## config.mk

```make
export PLATFORM = sky130hd
export DESIGN_NAME = sim_ram_req_ctrl
export DESIGN_NICKNAME = d
export VERILOG_FILES = /design/src/rtl/sim_ram_req_ctrl.sv
export SDC_FILE = /design/constraint.sdc
export NUM_CORES = 1
export LEC_CHECK = 0
export BUFFER_PORTS_ARGS = -buffer_cell sky130_fd_sc_hd__clkbuf_2
export CORE_AREA = 4 4 106 108
export DETAILED_ROUTE_END_ITERATION = 10
export DIE_AREA = 0 0 110 112
export PLACE_DENSITY = 0.88
export SYNTH_ARGS = -nofsm -noshare
export SYNTH_HDL_FRONTEND = slang
export SYNTH_SLANG_ARGS = --single-unit
```

## constraint.sdc

```tcl
create_clock -name clk -period 5.75 [get_ports clk]
set_clock_uncertainty 0.1 [all_clocks]
set_input_delay 1.15 -clock clk [delete_from_list [all_inputs] [get_ports clk]]
set_output_delay 1.15 -clock clk [all_outputs]
set_load 0.05 [all_outputs]
```

## src/rtl/sim_ram_req_ctrl.sv

```systemverilog
// Valid/ready request front end for the simulation RAM: bank-granular RAM ports,
// read-modify-write for partial byte enables, and a small response FIFO.
module sim_ram_req_ctrl #(
   parameter int DATA_SIZE  = 4,
   parameter int ADDR_WIDTH = 8,
   parameter int RESP_DEPTH = 2,
   localparam int DATA_WIDTH = 8 * DATA_SIZE,
   localparam int ADDR_START = $clog2(DATA_SIZE)
) (
   input  logic                             clk,
   input  logic                             rst,
   input  logic                             req_valid,
   output logic                             req_ready,
   input  logic                             req_write,
   input  logic [ADDR_WIDTH-1:0]            req_addr,
   input  logic [DATA_WIDTH-1:0]            req_wdata,
   input  logic [DATA_SIZE-1:0]             req_be,
   output logic                             resp_valid,
   input  logic                             resp_ready,
   output logic [DATA_WIDTH-1:0]            resp_rdata,
   output logic                             resp_err,
   output logic                             ram_rd_en,
   output logic [ADDR_WIDTH-ADDR_START-1:0] ram_rd_addr,
   output logic                             ram_wr_en,
   output logic [ADDR_WIDTH-ADDR_START-1:0] ram_wr_addr,
   output logic [DATA_WIDTH-1:0]            ram_wr_data,
   input  logic [DATA_WIDTH-1:0]            ram_rd_data
);

   localparam int BANK_W = ADDR_WIDTH - ADDR_START;
   localparam int PTR_W  = (RESP_DEPTH > 1) ? $clog2(RESP_DEPTH) : 1;
   localparam int CNT_W  = $clog2(RESP_DEPTH + 1);
   localparam logic [ADDR_WIDTH-1:0] ALIGN_MASK = ADDR_WIDTH'((1 << ADDR_START) - 1);

   typedef enum logic [1:0] {IDLE, RD_WAIT, RMW_WAIT} state_t;

   state_t                r_state;
   logic [BANK_W-1:0]     r_bank;
   logic [DATA_WIDTH-1:0] r_wdata;
   logic [DATA_SIZE-1:0]  r_be;

   logic [DATA_WIDTH-1:0] r_fifo_data [RESP_DEPTH];
   logic                  r_fifo_err  [RESP_DEPTH];
   logic [PTR_W-1:0]      r_wptr;
   logic [PTR_W-1:0]      r_rptr;
   logic [CNT_W-1:0]      r_count;

   logic                  w_accept;
   logic                  w_misaligned;
   logic                  w_full_be;
   logic                  w_zero_be;
   logic [BANK_W-1:0]     w_req_bank;
   logic                  w_push;
   logic                  w_pop;
   logic [DATA_WIDTH-1:0] w_push_data;
   logic                  w_push_err;
   logic [DATA_WIDTH-1:0] w_merge;

   function automatic logic [PTR_W-1:0] ptr_inc(input logic [PTR_W-1:0] p);
      return (p == PTR_W'(RESP_DEPTH - 1)) ? '0 : p + 1'b1;
   endfunction

   // Credit rule: a request is taken only when the FIFO can hold its response.
   assign req_ready    = (r_state == IDLE) && (r_count != CNT_W'(RESP_DEPTH));
   assign w_accept     = req_valid && req_ready;
   assign w_misaligned = |(req_addr & ALIGN_MASK);
   assign w_full_be    = &req_be;
   assign w_zero_be    = ~|req_be;
   assign w_req_bank   = req_addr[ADDR_WIDTH-1:ADDR_START];

   always_comb begin
      w_merge = '0;
      for (int unsigned i = 0; i < DATA_SIZE; i++) begin
         w_merge[8*i +: 8] = r_be[i] ? r_wdata[8*i +: 8] : ram_rd_data[8*i +: 8];
      end
   end

   always_comb begin
      ram_rd_en   = 1'b0;
      ram_wr_en   = 1'b0;
      ram_rd_addr = w_req_bank;
      ram_wr_addr = w_req_bank;
      ram_wr_data = req_wdata;
      w_push      = 1'b0;
      w_push_data = '0;
      w_push_err  = 1'b0;
      case (r_state)
         IDLE: begin
            if (w_accept) begin
               if (w_misaligned) begin
                  w_push     = 1'b1;
                  w_push_err = 1'b1;
               end else if (!req_write) begin
                  ram_rd_en = 1'b1;
               end else if (w_full_be) begin
                  ram_wr_en = 1'b1;
                  w_push    = 1'b1;
               end else if (w_zero_be) begin
                  w_push = 1'b1;
               end else begin
                  ram_rd_en = 1'b1;
               end
            end
         end
         RD_WAIT: begin
            w_push      = 1'b1;
            w_push_data = ram_rd_data;
         end
         RMW_WAIT: begin
            ram_wr_en   = 1'b1;
            ram_wr_addr = r_bank;
            ram_wr_data = w_merge;
            w_push      = 1'b1;
         end
         default: ;
      endcase
   end

   always_ff @(posedge clk or posedge rst) begin
      if (rst) begin
         r_state <= IDLE;
         r_bank  <= '0;
         r_wdata <= '0;
         r_be    <= '0;
      end else begin
         case (r_state)
            IDLE: begin
               if (w_accept && !w_misaligned &&
                   (!req_write || (!w_full_be && !w_zero_be))) begin
                  r_bank  <= w_req_bank;
                  r_wdata <= req_wdata;
                  r_be    <= req_be;
                  r_state <= req_write ? RMW_WAIT : RD_WAIT;
               end
            end
            RD_WAIT:  r_state <= IDLE;
            RMW_WAIT: r_state <= IDLE;
            default:  r_state <= IDLE;
         endcase
      end
   end

   assign resp_valid = (r_count != '0);
   assign w_pop      = resp_valid && resp_ready;
   assign resp_rdata = resp_valid ? r_fifo_data[r_rptr] : '0;
   assign resp_err   = resp_valid && r_fifo_err[r_rptr];

   always_ff @(posedge clk or posedge rst) begin
      if (rst) begin
         r_wptr  <= '0;
         r_rptr  <= '0;
         r_count <= '0;
         for (int unsigned i = 0; i < RESP_DEPTH; i++) begin
            r_fifo_data[i] <= '0;
            r_fifo_err[i]  <= 1'b0;
         end
      end else begin
         if (w_push) begin
            r_fifo_data[r_wptr] <= w_push_data;
            r_fifo_err[r_wptr]  <= w_push_err;
            r_wptr              <= ptr_inc(r_wptr);
         end
         if (w_pop) begin
            r_rptr <= ptr_inc(r_rptr);
         end
         r_count <= r_count + CNT_W'(w_push) - CNT_W'(w_pop);
      end
   end

endmodule

```

=== After elaboration in Yosys (flattened, before gate mapping) ===
Cells that the tools add are included.

* Bits in registers: 114
* Bits of input ports: 81
* Output and inout port bits: 81
* Word-level logic and storage cells: 88

* $add $sub $neg: 4
* Order comparisons: 3
* Equality and inequality tests: 4
* Multiplexer cells: 45
* Bitwise gates (word level): 2
* Reduce and logical (&&, ||, !) cells: 19

{| class="wikitable"
|+ Operators by type and width
! kind !! count
|-
| 2-to-1 mux 32 bit || 7
|-
| bitwise mux 64 bit || 1
|-
| demux 32 bit (select 1 bit) || 1
|-
| 2-to-1 mux 8 bit || 4
|-
| 2-to-1 mux 1 bit || 24
|-
| logical AND 1 bit || 8
|-
| 2-to-1 mux 2 bit || 3
|-
| 2-to-1 mux 6 bit || 1
|-
| greater-or-equal comparator 2 bit, second input constant || 2
|-
| inverter 1 -> 2 bit || 2
|-
| case mux 1 bit (2 select lines) || 2
|-
| AND reduction 4 bit || 1
|-
| OR reduction 2 bit || 2
|-
| OR reduction 4 bit || 1
|-
| zero test 1 bit || 3
|-
| adder 1 bit, second input constant || 2
|-
| adder 2 x 1 -> 2 bit || 1
|-
| bitwise mux 2 bit || 1
|-
| == test 2 x 1 -> 1 bit, second input constant || 1
|-
| == test 2 bit, second input constant || 1
|-
| zero test 2 bit || 1
|-
| < comparator 2 x 1 -> 1 bit, second input constant || 1
|-
| inequality test 2 x 1 -> 1 bit, second input constant || 1
|-
| inequality test 2 bit, second input constant || 1
|-
| 5 further kinds || 5
|}

=== Longest topological paths before layout ===
Gate-level depths: netlist of run 1.

* Depth after elaboration: 9
* Gate-level depth with buffers: 12
* Mapped depth without buffers: 11

=== Least setup slack after synthesis of run 1 ===
OpenSTA, ideal clock, no wires.

* Path type: input -> output
* From: in req_be[2]
* To: out ram_rd_en
* Arrival: 2.238 ns
* Required time: 4.500 ns
* Setup slack: 2.262 ns
* Stages on the path: 5
* Path through: and4_1 o21ai_0 nand3_2 buf_4 inv_1

* Word-level cells in the longest chain between the ends: 7

{| class="wikitable"
|+ Ends and longest elaborated chain
! what !! line !! RTL
|-
| from (decl) || 17 || <nowiki>input logic [DATA_SIZE-1:0] req_be,</nowiki>
|-
| OR reduction 4 bit || 68 || <nowiki>assign w_zero_be = ~|req_be;</nowiki>
|-
| 2-to-1 mux 1 bit || 98 || <nowiki>end else if (w_zero_be) begin</nowiki>
|-
| 2-to-1 mux 1 bit (*) || 95 || <nowiki>end else if (w_full_be) begin</nowiki>
|-
| 2-to-1 mux 1 bit (*) || 93 || <nowiki>end else if (!req_write) begin</nowiki>
|-
| 2-to-1 mux 1 bit (*) || 90 || <nowiki>if (w_misaligned) begin</nowiki>
|-
| 2-to-1 mux 1 bit (*) || 89 || <nowiki>if (w_accept) begin</nowiki>
|-
| 2-to-1 mux 1 bit (*) || 87 || <nowiki>case (r_state)</nowiki>
|-
| to (decl) || 22 || <nowiki>output logic ram_rd_en,</nowiki>
|}

Every way passes the cells marked *; elsewhere a longest branch is shown, timed or not.

=== Final worst setup path of run 1 ===
* From: reg r_state[0]
* To: out ram_wr_addr[0]

* Word-level cells in the longest chain between the ends: 2

{| class="wikitable"
|+ Ends and longest elaborated chain
! what !! line !! RTL
|-
| from (decl) || 37 || <nowiki>state_t r_state;</nowiki>
|-
| from (signal assigned) || 133 || <nowiki>r_state <= req_write ? RMW_WAIT : RD_WAIT;</nowiki>
|-
| == test 2 bit || 87 ||
|-
| 2-to-1 mux 6 bit || 87 ||
|-
| to (decl) || 25 || <nowiki>output logic [ADDR_WIDTH-ADDR_START-1:0] ram_wr_addr,</nowiki>
|}

No other way between the ends.

==> results of run 1 <==
[cell usage in the layout (no fill, tap or decap), drive strengths merged]
master,count
buf,5
mux2i,67
nor2b,2
and4,1
nor4,1
o21ai,1
and2,3
nor2,69
clkbuf,182
bufinv,1
o41a,1
clkinv,8
a21oi,32
o2111ai,1
a41o,1
dfrtp,114
clkinvlp,2
a21o,2
xnor2,3
a22o,37
a211oi,1
xor2,1
nor3,1
ha,6
nand2,4
and3,5
nand2b,2
inv,10
mux2,48
or2,1
nand3,1
a32o,29
[report_power, final]
part	leakage [nW]	total [mW]	switching, mW	internal [mW]
clock	0.261	0.927	0.349	0.578
sequential	1.48	1.55	0.354	1.19
combinational	1.87	2.06	1.33	0.727
total	3.61	4.53	2.03	2.50
[routing by layer]
layer | wire [µm] | up-vias
li1 | - | 2059
met4 | 145 | 0
met1 | 6040 | 2211
met5 | 0 | -
met3 | 791 | 14
met2 | 7250 | 139
[flip-flops by register name, indices dropped and copies added, names as in the netlist]
signal / cells
r_fifo_err: 2
r_state: 2
r_wptr: 1
r_fifo_data: 64
r_bank: 6
r_rptr: 1
r_wdata: 32
r_count: 2
r_be: 4
[layout make-up]
cell class                 instances  area (µm²)  share of cell area [%]
multi-input combinational        320        2580                    36.8
tap                              136         170                    2.43
inverter                          10        40.0                   0.571
sequential                       114        2850                    40.7
clock buffer                      21         439                    6.26
clock inverter                    11        88.8                    1.27
timing repair buffer             166         843                    12.0
[final timing paths]
check | start | to | slack [ns] | depth (start not counted)
hold / removal | r_fifo_data[27] | r_fifo_data[27] | 0.39 | 1
min in group asynchronous | rst | r_fifo_data[26] | 0.69 | 2
hold reg to reg | r_fifo_data[27] | r_fifo_data[27] | 0.39 | 1
setup / recovery | r_state[0] | ram_wr_addr[0] | 1.68 | 5
max in group asynchronous | rst | r_fifo_data[9] | 3.71 | 3
setup reg to reg | r_state[0] | r_fifo_data[62] | 3.06 | 7
[critical path, delay by kind of cell (launching register included)]
kind	cells	cell delay, ns
adders and majority gates	1	0.82
muxes	1	0.37
buffers and inverters	3	0.73
DFF	1	0.41
[logic make-up (layout without fill, tap and decap cells)]
| logic type | Yosys count | after routing |
|---|---|---|
| muxes | 115 | 115 |
| DFF | 114 | 114 |
| and+or+nand+nor | 90 | 90 |
| buffers and inverters | 53 | 208 |
| adders and majority gates | 6 | 6 |
| AOI/OAI and AO/OA | 105 | 105 |
| xor gates and xnor gates | 4 | 4 |
[metrics by stage]
stage / utilization [%] / setup WS, ns / power, mW / hold slack, ns
after floorplan: - / 1.48 / 3.13 / 0.365
after global placement: 63.4 / 2.20 / 3.52 / 0.373
after detailed placement: 63.4 / 2.15 / 3.61 / 0.381
after CTS: 68.5 / 1.66 / 4.56 / 0.394
after global routing: 68.5 / 1.53 / 4.78 / 0.404
final: 68.5 / 1.68 / 4.53 / 0.392
==> impl_table.tex, run 1 <==
\begin{tabular}{lr}
\hline
Metric & Value \\
\hline
\multicolumn{2}{l}{\textbf{STA}} \\
\quad Worst slew margin & between 10\% and 20\% \\
\quad Clock period minus worst slack & $\sim$4.1 ns \\
\quad Final total negative setup slack & 0 ns \\
\quad RSZ-0062 raised after global routing & false \\
\quad Top achievable clock speed & 0.245 GHz \\
\quad Crit share post-route & a little under three quarters \\
\quad Hold Violations, Final & 0 \\
\quad Transition time of the tightest slew-check pin & about 1.3 ns \\
\quad Max-slew violations & 0 \\
\quad Number of setup violations in the final report & 0 \\
\multicolumn{2}{l}{\textbf{Clocking}} \\
\quad CTS root buffer & sky130\_fd\_sc\_hd\_\_clkbuf\_8 \\
\quad Number of buffers added for setup after CTS & 0 \\
\quad Quantity of hold-fixing buffers added after cts & 0 \\
\quad Register clock-pin slew on the reported worst setup and hold paths & 0.06 ns \\
\quad Htree depth & 4 \\
\quad Resized cells post-CTS & 0 \\
\quad Insertion delay to the later sink of the worst-skew pair & 0.49 ns \\
\quad Total clock buffers created by CTS & 17 \\
\quad Clock tree from TritonCTS & yes \\
\quad Clock tree buffer depth & 2 \\
\quad Clk sink count & between 100 and 150 \\
\multicolumn{2}{l}{\textbf{GRT}} \\
\quad Vias in the first global route & roughly 4.7k \\
\quad Largest net degree at the start of global routing & 67 \\
\quad Grt ovf & 0 \\
\quad Met2 track utilization from global routing & between 40\% and 50\% \\
\quad Highest-utilization routing layer at the global route stage & met2 \\
\quad Antenna violations before repair & 0 \\
\quad Fraction of met3 tracks used by global routing & 6.09\% \\
\quad Overall global routing resource usage & roughly a quarter \\
\quad Wire length of the first global-routing pass & $\sim$23000 µm \\
\quad Met1 layer usage reported by global route & about 29\% \\
\multicolumn{2}{l}{\textbf{Worst setup path}} \\
\quad Series of cell instances along the critical path & inv\_1 > ha\_2 > buf\_4 > mux2\_2 > clkbuf\_2 \\
\quad Cell with the largest stage delay on the worst path & sky130\_fd\_sc\_hd\_\_ha\_2 \\
\quad Startpoint type of the worst setup path & flop \\
\quad Signal arrival time at the worst endpoint & approximately 2.8 ns \\
\quad Largest stage delay on the critical path & approximately 0.82 ns \\
\quad Highest net fanout along the worst path & 50 \\
\quad CP endpoint kind & output pin \\
\quad Category of the most critical setup path & flop to output pin \\
\quad Required time of the critical path & around 4.5 ns \\
\multicolumn{2}{l}{\textbf{Placement}} \\
\quad Placed Instance Area & between 6000 and 7000 µm² \\
\quad Instance count after placement with tap cells included & between 700 and 800 \\
\quad Last weighted congestion value of the routability-driven placer & 0.785 \\
\quad Placed wire-length estimate & roughly 9500 µm \\
\quad Port buffer count & 161 \\
\multicolumn{2}{l}{\textbf{Die}} \\
\quad Core region area & 10200 µm² \\
\quad Initial core utilization & between 50\% and 60\% \\
\quad Std-Cell Rows & 37 \\
\quad Floorplan die height & between 100 and 150 µm \\
\quad Io pins & 162 \\
\quad DIE AREA & roughly 12000 µm² \\
\quad Die outline width & 110 µm \\
\multicolumn{2}{l}{\textbf{Routing}} \\
\quad Detailed-route wire length per cell & 18.3 µm \\
\quad Drt drc & 0 \\
\quad Antenna-violating nets left & 0 \\
\quad Vias per std cell & 5.69 \\
\quad DRC violation total after the first TritonRoute iteration & 248 \\
\quad Total iterations of the first detailed-routing run & 4 \\
\quad WL final & between 10000 and 15000 µm \\
\quad Number of vias in the routed layout & between 4k and 5k \\
\multicolumn{2}{l}{\textbf{Logic synthesis}} \\
\quad Post-synthesis share of cell area spent on and, or, nand and nor gates & 6.89\% \\
\quad Fraction of synthesized cell area in xor and xnor cells & less than 1\% \\
\quad Cell type with the largest total area after synthesis & sky130\_fd\_sc\_hd\_\_dfrtp\_1 \\
\quad Largest cells by area after synthesis & sky130\_fd\_sc\_hd\_\_dfrtp\_1 (50\%), sky130\_fd\_sc\_hd\_\_mux2i\_1 (12\%), sky130\_fd\_sc\_hd\_\_mux2\_2 (9.5\%), sky130\_fd\_sc\_hd\_\_a22o\_1 (5.7\%), sky130\_fd\_sc\_hd\_\_a32o\_1 (5.1\%) \\
\quad Mux cell area share after synthesis & between 20\% and 30\% \\
\quad Share of synthesized cell area in full adder, half adder and majority cells & under 10\% \\
\quad Synth Register Bits & roughly 110 \\
\quad EDFF count, synth & 0 \\
\quad Total nets after synthesis & roughly 570 \\
\quad Top cells by instance count after synthesis & sky130\_fd\_sc\_hd\_\_dfrtp\_1 (114), sky130\_fd\_sc\_hd\_\_nor2\_1 (69), sky130\_fd\_sc\_hd\_\_mux2i\_1 (67) \\
\quad Synthesized instance count & 487 \\
\quad Cell area after synthesis & 5700 µm² \\
\quad Async set or reset register ratio after synthesis & 100\% \\
\quad Share of Yosys cell area claimed by the top area cell type & between 50\% and 60\% \\
\quad Most used DFF post-synth & sky130\_fd\_sc\_hd\_\_dfrtp\_1 \\
\quad Sequential-to-total area share from yosys stat & 50.0\% \\
\quad Number of distinct library cells after synthesis & 33 \\
\quad Mean post-synth cell area & 11.7 µm² \\
\quad Synth Warn \# & 0 \\
\quad Main combinational cell family by area after synthesis & multiplexers \\
\quad Compound-Gate Fraction of Synth Area & between 10 and 15\% \\
\quad Most frequently used cell type in the post-synthesis netlist & sky130\_fd\_sc\_hd\_\_dfrtp\_1 \\
\multicolumn{2}{l}{\textbf{Final layout}} \\
\quad Cell area after layout & 7010 µm² \\
\quad Count of fill cells added during filler insertion & $\sim$770 \\
\quad Layout Nets & slightly above 700 \\
\quad Non-filler instance count after layout & 778 \\
\quad Antenna cells & 0 \\
\quad Fraction of layout instances using a drive strength above 1 & 39.4\% \\
\quad Area growth from synthesis to layout & 23.0\% \\
\multicolumn{2}{l}{\textbf{Run status}} \\
\quad Result of the run & finished clean \\
\multicolumn{2}{l}{\textbf{Run}} \\
\quad Count of maximum capacitance violations & 0 \\
\multicolumn{2}{l}{\textbf{Power and ir drop}} \\
\quad Leakage power figure & approximately 3.6 nW \\
\quad Power density normalized to cell area & 646 nW/µm² \\
\quad IR Drop Worst-Case VDD & 0.295 mV \\
\multicolumn{2}{l}{\textbf{Worst hold path}} \\
\quad Worst hold-check path type & flop to flop \\
\hline
\end{tabular}
Power figures use the tool's default switching activity.
==> run 2: changes to the inputs <==
--- a/config.mk
+++ b/config.mk
@@ -6,10 +6,10 @@
 export NUM_CORES = 1
 export LEC_CHECK = 0
 export BUFFER_PORTS_ARGS = -buffer_cell sky130_fd_sc_hd__clkbuf_2
-export CORE_AREA = 4 4 106 108
+export CORE_AREA = 4 4 110 112
 export DETAILED_ROUTE_END_ITERATION = 10
-export DIE_AREA = 0 0 110 112
-export PLACE_DENSITY = 0.88
+export DIE_AREA = 0 0 114 116
+export PLACE_DENSITY = 0.83
 export SYNTH_ARGS = -nofsm -noshare
 export SYNTH_HDL_FRONTEND = slang
 export SYNTH_SLANG_ARGS = --single-unit
==> constraint.sdc (replaced) <==
create_clock -name clk -period 4.3 [get_ports clk]
set_clock_uncertainty 0.1 [all_clocks]
set_input_delay 0.86 -clock clk [delete_from_list [all_inputs] [get_ports clk]]
set_output_delay 0.86 -clock clk [all_outputs]
set_load 0.05 [all_outputs]
==> run 2 against run 1 <==
Routed wire length increased by 2.0%. Sequential power increased by 34%. Register-to-register slack got worse by 1.4 ns. Flip-flop and latch count unchanged. Clock power is 66% higher. Final cell count increased by 1.2%.
==> impl_table.tex, run 2 (synthesis results as in run 1) <==
\begin{tabular}{lr}
\hline
Metric & Value \\
\hline
\multicolumn{2}{l}{\textbf{Run status}} \\
\quad Result of the run & finished clean \\
\multicolumn{2}{l}{\textbf{Worst setup path}} \\
\quad Category of the most critical setup path & flop to output pin \\
\quad Highest net fanout along the worst path & 42 \\
\quad Worst setup slack for register-to-register paths & 1.66 ns \\
\quad Cell with the largest stage delay on the worst path & sky130\_fd\_sc\_hd\_\_ha\_2 \\
\quad Startpoint type of the worst setup path & flop \\
\quad CP endpoint kind & output pin \\
\quad Largest stage delay on the critical path & 0.75 ns \\
\quad Required time of the critical path & $\sim$3.3 ns \\
\quad Series of cell instances along the critical path & inv\_1 > ha\_2 > buf\_4 > nor2\_1 > a21oi\_1 > clkbuf\_2 \\
\quad Signal arrival time at the worst endpoint & approximately 2.5 ns \\
\multicolumn{2}{l}{\textbf{GRT}} \\
\quad Vias in the first global route & between 4k and 5k \\
\quad Overall global routing resource usage & between 20\% and 30\% \\
\quad Wire length of the first global-routing pass & 23700 µm \\
\quad Antenna violations before repair & 0 \\
\quad Largest net degree at the start of global routing & between 80 and 90 \\
\quad Grt ovf & 0 \\
\multicolumn{2}{l}{\textbf{Final layout}} \\
\quad Top library cells by usage in the layout, fill and taps aside & sky130\_fd\_sc\_hd\_\_clkbuf\_2 (161), sky130\_fd\_sc\_hd\_\_dfrtp\_1 (113), sky130\_fd\_sc\_hd\_\_nor2\_1 (67), sky130\_fd\_sc\_hd\_\_mux2i\_1 (67), sky130\_fd\_sc\_hd\_\_mux2\_2 (48) \\
\quad Count of fill cells added during filler insertion & approximately 900 \\
\quad Area growth from synthesis to layout & 25.4\% \\
\quad Fraction of layout instances using a drive strength above 1 & between 30\% and 40\% \\
\quad Register with the most flip-flops & r\_fifo\_data \\
\quad Layout Nets & a little over 700 \\
\quad Flip-flop count of the largest register after layout & 64 \\
\quad Multi-input gate area & $\sim$2600 µm² \\
\quad Antenna cells & 0 \\
\quad Combined flip-flop and latch cell area & around 2900 µm² \\
\quad Most common library cell in the layout ignoring fill and taps & sky130\_fd\_sc\_hd\_\_clkbuf\_2 \\
\quad Cell area after layout & a little over 7000 µm² \\
\quad Largest registers ranked by flip-flop count & r\_fifo\_data (64), r\_wdata (32), r\_bank (6) \\
\quad Share of the core filled with cells in the final layout & approximately 64\% \\
\multicolumn{2}{l}{\textbf{Clocking}} \\
\quad Insertion delay to the later sink of the worst-skew pair & roughly 0.4 ns \\
\quad Register clock-pin slew on the reported worst setup and hold paths & roughly 0.050 ns \\
\quad Resized cells post-CTS & 0 \\
\quad Clk sink count & 114 \\
\quad Htree depth & 4 \\
\quad Total clock buffers created by CTS & 17 \\
\quad Quantity of hold-fixing buffers added after cts & 0 \\
\quad Clock tree from TritonCTS & yes \\
\quad Clock tree buffer depth & 2 \\
\quad Number of buffers added for setup after CTS & 0 \\
\quad CTS root buffer & sky130\_fd\_sc\_hd\_\_clkbuf\_16 \\
\multicolumn{2}{l}{\textbf{Routing}} \\
\quad Total iterations of the first detailed-routing run & 4 \\
\quad Vias per std cell & approximately 5.7 \\
\quad DRC violation total after the first TritonRoute iteration & 204 \\
\quad Detailed-route wire length per cell & 18.4 µm \\
\quad Antenna-violating nets left & 0 \\
\quad Drt drc & 0 \\
\quad Number of vias in the routed layout & 4467 \\
\quad WL final & around 15000 µm \\
\multicolumn{2}{l}{\textbf{Placement}} \\
\quad Placed wire-length estimate & between 9000 and 10000 µm \\
\quad Last weighted congestion value of the routability-driven placer & around 0.8 \\
\quad Placed Instance Area & 6510 µm² \\
\quad Port buffer count & between 150 and 200 \\
\multicolumn{2}{l}{\textbf{Power and ir drop}} \\
\quad Register share of total power & approximately 33\% \\
\quad Leakage power figure & 3.67 nW \\
\quad Combinational group share of total power & roughly 43\% \\
\quad Switching portion of total power & 42.9\% \\
\quad Switch Pwr & 2.72 mW \\
\quad Power density normalized to cell area & just under 900 nW/µm² \\
\quad Int Power & between 3 and 4 mW \\
\quad IR Drop Worst-Case VDD & between 0.4 and 0.5 mV \\
\quad Proportion of power drawn by the clock network & approximately 24\% \\
\multicolumn{2}{l}{\textbf{STA}} \\
\quad Transition time of the tightest slew-check pin & approximately 1.2 ns \\
\quad Final total negative setup slack & 0 ns \\
\quad Worst slew margin & between 10\% and 20\% \\
\quad RSZ-0062 raised after global routing & false \\
\quad Hold Violations, Final & 0 \\
\quad Max-slew violations & 0 \\
\quad Worst hold margin & 0.390 ns \\
\quad Crit share post-route & 81.0\% \\
\quad Clock period minus worst slack & 3.48 ns \\
\quad Top achievable clock speed & 0.287 GHz \\
\quad Number of setup violations in the final report & 0 \\
\multicolumn{2}{l}{\textbf{Die}} \\
\quad Std-Cell Rows & 39 \\
\quad Io pins & between 150 and 200 \\
\quad Core region area & 11200 µm² \\
\quad Floorplan die height & roughly 120 µm \\
\quad DIE AREA & roughly 13000 µm² \\
\quad Initial core utilization & between 50\% and 60\% \\
\quad Die outline width & $\sim$110 µm \\
\multicolumn{2}{l}{\textbf{Worst hold path}} \\
\quad Worst hold-check path type & flop to flop \\
\multicolumn{2}{l}{\textbf{Run}} \\
\quad Count of maximum capacitance violations & 0 \\
\hline
\end{tabular}
-- run 2: worst paths after layout --
check,start,end,cells past startpoint
min in group asynchronous,rst,r_wdata[26],2
worst min-delay path,r_fifo_data[26],r_fifo_data[26],1
max in group asynchronous,rst,r_fifo_data[35],3
worst max register to register,r_state[0],r_fifo_data[50],7
worst min register to register,r_fifo_data[26],r_fifo_data[26],1
worst max-delay path,r_state[0],ram_wr_data[22],6
-- run 2: per-layer routing --
metal	track usage [%]	up-vias	routed length, µm
met4	7.76	0	292
met3	5.54	21	997
li1	-	2067	-
met1	28.1	2221	5870
met5	0	-	0
met2	39.0	158	7350
-- run 2: critical path, delay by kind of cell, from the launching register on --
kind / cells / cell delay [ns]
DFF: 1 / 0.41
AOI/OAI and AO/OA: 1 / 0.14
adders and majority gates: 1 / 0.75
buffers and inverters: 3 / 0.75
and+or+nand+nor: 1 / 0.06
-- run 2: final cells by class --
type	instances	share of cell area [%]
Sequential cell	114	39.9
Multi-Input combinational cell	320	36.0
Timing Repair Buffer	168	12.0
Clock buffer	22	6.49
Clock inverter	10	2.52
Tap cell	143	2.50
Inverter	10	0.560
-- run 2: metrics by stage --
stage               setup WS, ns  total power, mW  cells
floorplan                  0.324             4.19    487
global placement            1.22             4.70    755
detailed placement          1.20             4.82    755
CTS                        0.783             6.39    787
global route               0.649             6.70    787
finish                     0.818             6.35    787
-- run 2: power by group through the flow --
stage / Combinational [mW] / Clock, mW / Sequential [mW]
after floorplan: 2.38 / 0 / 1.81
after global placement: 2.67 / 0 / 2.04
after detailed placement: 2.74 / 0 / 2.08
after CTS: 2.76 / 1.55 / 2.07
after global routing: 2.95 / 1.61 / 2.14
final: 2.74 / 1.54 / 2.07
==> run 3: changes to the inputs <==
==> constraint.sdc (replaced) <==
create_clock -name clk -period 3.4 [get_ports clk]
set_clock_uncertainty 0.1 [all_clocks]
set_input_delay 0.68 -clock clk [delete_from_list [all_inputs] [get_ports clk]]
set_output_delay 0.68 -clock clk [all_outputs]
set_load 0.05 [all_outputs]
==> run 3 against run 2 <==
Critical path depth did not move. First-iteration DRC count rose by 14%. Sequential power rose by 21%. Highest routed layer unchanged. Clock power is 32% higher. Design area increased by 1.3%. Die area did not move. Critical path type unchanged. Flip-flop and latch count stayed put.
==> impl_table.tex, run 3 (synthesis results as in run 1) <==
\begin{tabular}{lr}
\hline
Metric & Value \\
\hline
\multicolumn{2}{l}{\textbf{Run status}} \\
\quad Result of the run & finished clean \\
\multicolumn{2}{l}{\textbf{Worst setup path}} \\
\quad Signal arrival time at the worst endpoint & $\sim$2.3 ns \\
\quad RR Startpoint & r\_state[0] \\
\quad Startpoint type of the worst setup path & flop \\
\quad Category of the most critical setup path & flop to output pin \\
\quad Cell with the largest stage delay on the worst path & sky130\_fd\_sc\_hd\_\_ha\_2 \\
\quad CP endpoint kind & output pin \\
\quad Worst reg-to-reg path cell count & 6 \\
\quad Worst setup slack for register-to-register paths & between 0.8 and 0.9 ns \\
\quad Required time of the critical path & 2.62 ns \\
\quad R2R Path End & r\_fifo\_data[56] \\
\quad Worst setup path startpoint & r\_state[0] \\
\quad Largest stage delay on the critical path & 0.53 ns \\
\quad Series of cell instances along the critical path & inv\_1 > ha\_2 > buf\_4 > nor2\_1 > a21oi\_1 > clkbuf\_2 \\
\quad Critical Path Sink & ram\_wr\_data[25] \\
\quad Highest net fanout along the worst path & 26 \\
\multicolumn{2}{l}{\textbf{Power and ir drop}} \\
\quad Switch Pwr & 3.43 mW \\
\quad Leakage power figure & 3.72 nW \\
\quad IR Drop Worst-Case VDD & $\sim$0.56 mV \\
\quad Switching portion of total power & 42.1\% \\
\quad Register share of total power & between 30\% and 40\% \\
\quad Combinational group share of total power & between 40 and 50\% \\
\quad Power density normalized to cell area & between 1000 and 1500 nW/µm² \\
\quad Proportion of power drawn by the clock network & 25.0\% \\
\quad Int Power & about 4.7 mW \\
\quad Sum of internal, switching and leakage power & approximately 8.1 mW \\
\multicolumn{2}{l}{\textbf{Final layout}} \\
\quad Most common library cell in the layout ignoring fill and taps & sky130\_fd\_sc\_hd\_\_clkbuf\_2 \\
\quad Fraction of layout instances using a drive strength above 1 & roughly two fifths \\
\quad Area growth from synthesis to layout & 27.1\% \\
\quad Flip-flop count of the largest register after layout & 64 \\
\quad Layout Nets & approximately 720 \\
\quad Register with the most flip-flops & r\_fifo\_data \\
\quad Antenna cells & 0 \\
\quad Top library cells by usage in the layout, fill and taps aside & sky130\_fd\_sc\_hd\_\_clkbuf\_2 (161), sky130\_fd\_sc\_hd\_\_dfrtp\_1 (113), sky130\_fd\_sc\_hd\_\_nor2\_1 (67), sky130\_fd\_sc\_hd\_\_mux2i\_1 (67), sky130\_fd\_sc\_hd\_\_mux2\_2 (48) \\
\quad Cell area after layout & about 7200 µm² \\
\quad Largest registers ranked by flip-flop count & r\_fifo\_data (64), r\_wdata (32), r\_bank (6) \\
\multicolumn{2}{l}{\textbf{Clocking}} \\
\quad Number of buffers added for setup after CTS & 0 \\
\quad Clk sink count & 114 \\
\quad Total clock buffers created by CTS & 17 \\
\quad Clock tree from TritonCTS & yes \\
\quad CTS root buffer & sky130\_fd\_sc\_hd\_\_clkbuf\_16 \\
\quad Quantity of hold-fixing buffers added after cts & 0 \\
\quad Htree depth & 4 \\
\quad Insertion delay to the later sink of the worst-skew pair & 0.41 ns \\
\quad Register clock-pin slew on the reported worst setup and hold paths & around 0.06 ns \\
\quad Resized cells post-CTS & 0 \\
\quad Clock tree buffer depth & 2 \\
\multicolumn{2}{l}{\textbf{STA}} \\
\quad Number of setup violations in the final report & 0 \\
\quad Worst hold margin & about 0.33 ns \\
\quad Final total negative setup slack & 0 ns \\
\quad Transition time of the tightest slew-check pin & 1.20 ns \\
\quad Worst slew margin & between 10\% and 20\% \\
\quad Post-route setup slack & $\sim$0.36 ns \\
\quad RSZ-0062 raised after global routing & false \\
\quad Max-slew violations & 0 \\
\quad Clock period minus worst slack & approximately 3.0 ns \\
\quad Top achievable clock speed & 0.329 GHz \\
\quad Crit share post-route & a little under 90\% \\
\quad Hold Violations, Final & 0 \\
\multicolumn{2}{l}{\textbf{Routing}} \\
\quad Drt drc & 0 \\
\quad Total iterations of the first detailed-routing run & 4 \\
\quad Detailed-route wire length per cell & around 18 µm \\
\quad DRC violation total after the first TritonRoute iteration & $\sim$230 \\
\quad Highest routed layer & met4 \\
\quad Met3 wirelength from detailed routing & $\sim$740 µm \\
\quad Vias per std cell & $\sim$5.6 \\
\quad Routed wire length on met2 & 7430 µm \\
\quad Antenna-violating nets left & 0 \\
\quad Number of vias in the routed layout & approximately 4.4k \\
\quad WL final & $\sim$14000 µm \\
\quad Length of routed wiring on met1 & a little under 6000 µm \\
\multicolumn{2}{l}{\textbf{Die}} \\
\quad Core region area & $\sim$11000 µm² \\
\quad Die outline width & approximately 110 µm \\
\quad Initial core utilization & approximately half \\
\quad Std-Cell Rows & 39 \\
\quad Floorplan die height & between 100 and 150 µm \\
\quad DIE AREA & 13200 µm² \\
\quad Io pins & about 160 \\
\multicolumn{2}{l}{\textbf{Worst hold path}} \\
\quad Worst hold-check path type & primary input to asynchronous set/reset pin \\
\multicolumn{2}{l}{\textbf{GRT}} \\
\quad Wire length of the first global-routing pass & approximately 23000 µm \\
\quad Largest net degree at the start of global routing & between 100 and 150 \\
\quad Overall global routing resource usage & roughly 23\% \\
\quad Vias in the first global route & about 4.6k \\
\quad Grt ovf & 0 \\
\quad Antenna violations before repair & 0 \\
\multicolumn{2}{l}{\textbf{Placement}} \\
\quad Port buffer count & 161 \\
\quad Placed Instance Area & 6570 µm² \\
\quad Placed wire-length estimate & slightly below 10000 µm \\
\quad Pre-CTS setup slack & approximately 0.65 ns \\
\quad Last weighted congestion value of the routability-driven placer & 0.763 \\
\multicolumn{2}{l}{\textbf{Run}} \\
\quad Count of maximum capacitance violations & 0 \\
\hline
\end{tabular}
==> run 3: changes by cell type in the layout (fill, tap and decap cells not counted), sizes merged <==
cell,change
buf,+5
inv,-1
bufinv,+1
==> run 3: power groups by stage <==
stage / Combinational, mW / Sequential [mW] / Clock [mW]
after floorplan: 3.01 / 2.29 / 0
after global placement: 3.51 / 2.47 / 0
after detailed placement: 3.61 / 2.52 / 0
after CTS: 3.62 / 2.51 / 2.06
after global routing: 3.85 / 2.60 / 2.13
final: 3.59 / 2.51 / 2.03
==> run 3: worst min path at each step <==
stage	start	to	depth (start not counted)
2_1_floorplan	r_fifo_err[1]	r_fifo_err[1]	1
3_3_place_gp	r_fifo_data[16]	r_fifo_data[16]	1
3_5_place_dp	r_fifo_err[1]	r_fifo_err[1]	1
4_1_cts	rst	r_wdata[27]	3
5_1_grt	rst	r_wdata[25]	3
6_report	rst	r_wdata[25]	3
==> run 3: layout make-up <==
class	count	area (µm²)
fillers	873	3970
well taps	143	179
multi-input cells	320	2580
inverters	10	41.3
repair buffers	173	921
flip-flops and latches	114	2850
clock buffers	22	474
clock inverters	10	203
==> run 3: per-stage QoR <==
step / util [%] / std cells
final: 64.6 / 792
after global routing: 64.6 / 792
after CTS: 64.6 / 792
after detailed placement: 58.6 / 760
after global placement: 58.6 / 760
after floorplan: - / 487
==> run 3: worst max-delay path: cells and delay by family (launching register included) <==
family                     cells  cell delay (ns)
adders and majority gates      1             0.53
buffers and inverters          3             0.71
and+or+nand+nor                1             0.07
DFF                            1             0.41
AOI/OAI and AO/OA              1             0.11
==> run 3: routing by layer <==
layer,track usage (%),up-vias
li1,-,2083
met1,27.1,2223
met2,39.5,115
met3,7.21,17
met4,6.65,0
met5,0,-
